**src/rtl/fetch_pc_ctrl.sv**
```systemverilog
// IF stage: owns the PC, issues single-outstanding instruction fetches and drives IF/ID.
// Redirects flush IF/ID and retire stale in-flight responses by epoch tag; stalls park a response in a hold buffer.
module fetch_pc_ctrl #(
  parameter int              XLEN      = 32,
  parameter logic [XLEN-1:0] RESET_PC  = '0,
  parameter logic [31:0]     NOP_INSTR = 32'h0000_0013
) (
  input  logic            clk,
  input  logic            rst_n,
  input  logic            pcsrc_i,
  input  logic [XLEN-1:0] branch_target_i,
  input  logic            stall_i,
  output logic            imem_req_o,
  output logic [XLEN-1:0] imem_addr_o,
  input  logic            imem_rvalid_i,
  input  logic [31:0]     imem_rdata_i,
  output logic            id_valid_o,
  output logic [XLEN-1:0] id_pc_o,
  output logic [XLEN-1:0] id_pc_plus4_o,
  output logic [31:0]     id_instr_o,
  output logic            misalign_o
);

  localparam logic [1:0] ST_IDLE = 2'd0;
  localparam logic [1:0] ST_WAIT = 2'd1;
  localparam logic [1:0] ST_HOLD = 2'd2;

  logic [1:0]      r_state;
  logic [1:0]      w_state_nxt;
  logic [XLEN-1:0] r_pc;
  logic            r_epoch;
  logic            r_req_tag;
  logic            r_run;
  logic [31:0]     r_hold_instr;
  logic            r_id_valid;
  logic [XLEN-1:0] r_id_pc;
  logic [XLEN-1:0] r_id_pc_plus4;
  logic [31:0]     r_id_instr;
  logic            r_misalign;

  logic            w_req;
  logic [XLEN-1:0] w_pc_plus4;
  logic [XLEN-1:0] w_target_aligned;
  logic            w_tag_match;
  logic            w_accept;
  logic            w_load_mem;
  logic            w_load_hold;

  // r_run keeps the request line low while reset is asserted and for the first cycle after release.
  assign w_req            = r_run & (r_state == ST_IDLE);
  assign w_pc_plus4       = r_pc + XLEN'(4);
  assign w_target_aligned = {branch_target_i[XLEN-1:2], 2'b00};
  assign w_tag_match      = (r_req_tag == r_epoch);
  assign w_accept         = (r_state == ST_WAIT) & imem_rvalid_i & w_tag_match & ~pcsrc_i;
  assign w_load_mem       = w_accept & ~stall_i;
  assign w_load_hold      = (r_state == ST_HOLD) & ~stall_i & ~pcsrc_i;

  always_comb begin
    // NOTE: default assignment first so no path leaves w_state_nxt unassigned (no latch).
    w_state_nxt = r_state;
    case (r_state)
      ST_IDLE: if (r_run) w_state_nxt = ST_WAIT;
      ST_WAIT: begin
        // A response that arrives with a redirect or a stale tag is simply dropped.
        if (imem_rvalid_i) w_state_nxt = (w_accept && stall_i) ? ST_HOLD : ST_IDLE;
      end
      ST_HOLD: if (pcsrc_i || !stall_i) w_state_nxt = ST_IDLE;
      default: w_state_nxt = ST_IDLE;
    endcase
  end

  // NOTE: state registers use non-blocking assignments so every flop samples pre-edge values.
  always_ff @(posedge clk or negedge rst_n) begin
    if (!rst_n) begin
      r_state   <= ST_IDLE;
      r_run     <= 1'b0;
      r_pc      <= RESET_PC;
      r_epoch   <= 1'b0;
      r_req_tag <= 1'b0;
    end else begin
      r_state <= w_state_nxt;
      r_run   <= 1'b1;
      if (w_req) r_req_tag <= r_epoch;
      if (pcsrc_i) begin
        r_pc    <= w_target_aligned;
        r_epoch <= ~r_epoch;
      end else if (w_load_mem || w_load_hold) begin
        r_pc <= w_pc_plus4;
      end
    end
  end

  // NOTE: the hold buffer is data-only, but it is reset anyway so IF/ID can never be loaded with X.
  always_ff @(posedge clk or negedge rst_n) begin
    if (!rst_n) begin
      r_hold_instr <= NOP_INSTR;
    end else if (pcsrc_i) begin
      r_hold_instr <= NOP_INSTR;
    end else if (w_accept && stall_i) begin
      r_hold_instr <= imem_rdata_i;
    end
  end

  // An unstalled cycle with nothing new to hand over inserts a bubble so decode never sees a word twice.
  always_ff @(posedge clk or negedge rst_n) begin
    if (!rst_n) begin
      r_id_valid    <= 1'b0;
      r_id_pc       <= '0;
      r_id_pc_plus4 <= '0;
      r_id_instr    <= NOP_INSTR;
    end else if (pcsrc_i) begin
      r_id_valid <= 1'b0;
      r_id_instr <= NOP_INSTR;
    end else if (w_load_mem || w_load_hold) begin
      r_id_valid    <= 1'b1;
      r_id_pc       <= r_pc;
      r_id_pc_plus4 <= w_pc_plus4;
      r_id_instr    <= w_load_mem ? imem_rdata_i : r_hold_instr;
    end else if (!stall_i) begin
      r_id_valid <= 1'b0;
      r_id_instr <= NOP_INSTR;
    end
  end

  always_ff @(posedge clk or negedge rst_n) begin
    if (!rst_n) r_misalign <= 1'b0;
    else        r_misalign <= pcsrc_i & (|branch_target_i[1:0]);
  end

  assign imem_req_o    = w_req;
  assign imem_addr_o   = w_req ? r_pc : '0;
  assign id_valid_o    = r_id_valid;
  assign id_pc_o       = r_id_pc;
  assign id_pc_plus4_o = r_id_pc_plus4;
  assign id_instr_o    = r_id_instr;
  assign misalign_o    = r_misalign;

endmodule

```
**config.mk**
```make
export PLATFORM = sky130hd
export DESIGN_NAME = fetch_pc_ctrl
export DESIGN_NICKNAME = d
export VERILOG_FILES = /design/src/rtl/fetch_pc_ctrl.sv
export SDC_FILE = /design/constraint.sdc
export NUM_CORES = 1
export LEC_CHECK = 0
export ABC_AREA = 1
export BUFFER_PORTS_ARGS = -buffer_cell sky130_fd_sc_hd__buf_2
export CAP_MARGIN = 20
export CORE_MARGIN = 5
export CORE_UTILIZATION = 53
export CTS_CLUSTER_DIAMETER = 30
export DETAILED_ROUTE_END_ITERATION = 7
export PLACE_DENSITY_LB_ADDON = 0.25
export SLEW_MARGIN = 25
export SYNTH_ARGS = -nofsm -noshare
export SYNTH_HDL_FRONTEND = slang
export SYNTH_SLANG_ARGS = --single-unit
```
**constraint.sdc**
```tcl
create_clock -name clk -period 1.9 [get_ports clk]
set_clock_uncertainty 0.15 [all_clocks]
set_input_delay 0.475 -clock clk [delete_from_list [all_inputs] [get_ports clk]]
set_output_delay 0.475 -clock clk [all_outputs]
set_load 0.02 [all_outputs]
```
==> impl_metrics.csv <==
group,metric,value,unit
run_status,status,"complete, but fails checks",
run_status,failed_checks,"setup timing",
placement,pre_cts_slack,-110,ps
global_routing,grtUsageTotal,25.8,%
route,postRouteAntennaNets,0,
die,core_area,13900,um^2
global_routing,grt_pass1_wl,33.9,mm
setup_path,crit_required,1270,ps
die,die_area,16600,um^2
finish,area_growth,30.2,%
sta,hold_viol,0,
setup_path,critPathLaunchType,"flip-flop",
finish,antenna_cells,0,
synthesis,avgSynthCellArea,7.78,um^2
finish,nets,1236,
power_and_ir_drop,power_density,1180,nW/um^2
route,routedLengthMet1,8.50,mm
die,start_util,53.9,%
global_routing,grt_overflow_total,0,
synthesis,synthTopCellsByArea,"dfrtp_1, nand2_1, o21ai_0",
global_routing,antenna_found_initial,1,
route,met2WireLength,10.6,mm
die,rows,43,
sta,setup_viol,31,
die,fp.dieW,129,um
die,ioPinCount,200,
power_and_ir_drop,power,11500,uW
route,wirelength,21.1,mm
die,dieHeight,129,um
cts,cts_buffer_depth,2,
route,topRoutingLayerUsed,"met5",
sta,slew_violations,0,
synthesis,seq_area_frac_synth,53.9,%
placement,place_inst,1322,
placement,globalplace.congestion,0.930,
cts,clk_latency,430,ps
route,drtPass1Iterations,7,
placement,dpl.hpwl,14.7,mm
global_routing,grt_max_degree,77,
setup_path,worst_setup_path_end_kind,"output pin",
synthesis,synth_flop_cell,"dfrtp_1",
sta,timing.final.ws_setup,-240,ps
synthesis,ys_types,30,
job,drv_cap,0,
finish,drive_above_1_share,25.6,%
cts,cts_tree,"built",
setup_path,cp_data_arrival_time,1520,ps
power_and_ir_drop,leakage,0.00521,uW
synthesis,synthTopCellsByCount,"nand2_1, dfrtp_1, o21ai_0",
synthesis,yosys_warnings,0,
worst_hold_path,hold_path_class,"input port to flip-flop",
setup_path,cp_max_fo,10,
placement,io_buffers,193,
synthesis,synth.most_common_cell,"nand2_1",
global_routing,first_global_vias,6820,
synthesis,async_flop_share,100,%
sta,fmax,467,MHz
synthesis,synth_top_area_share,51.8,%
route,drc,0,
route,viasPerCell,5.18,
finish,layoutNonFillerInstCount,1359,
route,dr_total_vias,7046,
route,route.met3.wl,1.54,mm
cts,clk_pin_slew,60,ps
cts,cts_sinks,161,
sta,rsz0062_at_grt,"true",
sta,fin_crit_sh,113,%
synthesis,synth_area_leader_cell,"dfrtp_1",
synthesis,synth-seq-cells,161,
cts,htreeDepth,4,
power_and_ir_drop,irDropWorstVdd,638,uV
synthesis,synthesis.instances,962,
cts,cts_buffers,17,
route,wire_per_inst,15.5,um
synthesis,syn-cell-area,7480,um^2
cts,cts-root-buf,"clkbuf_16",
route,drtIter0Drc,706,
synthesis,synth_edf_count,0,
finish,final_core_util,70.2,%
setup_path,crit_type,"flip-flop to output pin",
sta,min_period,2140,ps
critical path, cell delays in order (launching register included):
cell and delay [ps]:
dfrtp_1 410, nor2_4 140, nand2_4 100, clkbuf_16 180, nor2_1 100, buf_4 150
worst paths after layout:
path                                          startpoint                       endpoint  slack (ps)  cells after the start
max                               r_state[0]$_DFFE_PN0P_                imem_addr_o[30]        -240                      5
min                                   branch_target_i[0]           misalign_o$_DFF_PN0_         110                      3
max reg2reg                          r_pc[5]$_DFFE_PN0P_           r_pc[19]$_DFFE_PN0P_         100                      8
min reg2reg                id_pc_plus4_o[25]$_DFFE_PN0P_  id_pc_plus4_o[25]$_DFFE_PN0P_         320                      2
min in group asynchronous                          rst_n        id_pc_o[12]$_DFFE_PN0P_         380                      2
max in group asynchronous                          rst_n      id_instr_o[2]$_DFFE_PN0P_         670                      3
through the flow:
step           hold WS [ps]  instance area (um^2)  setup TNS [ps]
3_5_place_dp            278                  8800           -1330
4_1_cts                 103                  9510           -6410
5_1_grt                 110                  9750           -8540
2_1_floorplan          29.4                  7500               0
6_report                113                  9750           -6110
3_3_place_gp            280                  8800            -720
timing repair:
item	CTS	global route
setup buffers	0	2
gates cloned	1	1
hold endpoints to repair	28	0
endpoints found under the setup margin	31	63
pin swaps	1	2
gates resized for setup	46	57
hold buffers	1	0
layer usage:
| metal | global-route usage (%) | vias to the layer above |
|---|---|---|
| met5 | 0 | - |
| met4 | 8.21 | 2 |
| met3 | 5.69 | 30 |
| met2 | 43.1 | 281 |
| met1 | 33.8 | 3303 |
| li1 | - | 3430 |
cells in the final DEF, fill, tap and decap left out, types with 4 or more instances in the layout:
cell and instances:
nand2_1 351, buf_2 161, dfrtp_1 154, o21ai_0 101, inv_1 86, nor2_1 64, nand3_1 47, buf_4 35
o21ai_1 32, buf_6 20, clkbuf_16 18, nand4_1 17, nor2_4 16, buf_12 11, nor2_2 9, clkinv_2 7
conb_1 7, dfstp_2 6, a21oi_1 4
report_power, final:
group          internal (uW)  switching (uW)
Combinational           1240            2280
Sequential              4220             486
Clock                   1950            1340
layout make-up:
type                    count  area, um^2
clock buffers              21         450
clock inverters            11         114
fillers                  1162        4130
inverters                  89         340
multi-input cells         668        3030
flip-flops and latches    161        4040
well taps                 180         225
repair buffers            229        1550
cells by family after synthesis:
family                     count (synthesis)  share of synthesized area, %
other                                      2                         0.100
xor gates and xnor gates                   3                         0.351
DFF                                      161                          53.9
adders and majority gates                  1                         0.167
buffers and inverters                    138                          8.07
AOI/OAI and AO/OA                        141                          9.61
and+or+nand+nor                          516                          27.8
flip-flops by register name (all words and copies together), names as in the netlist:
register	cells
id_pc_plus4_o	30
misalign_o	1
id_valid_o	1
r_req_tag	1
id_instr_o	32
r_epoch	1
r_hold_instr	32
id_pc_o	30
r_state	2
r_pc	30
r_run	1
Note: power is estimated with default switching activity, not from simulation.
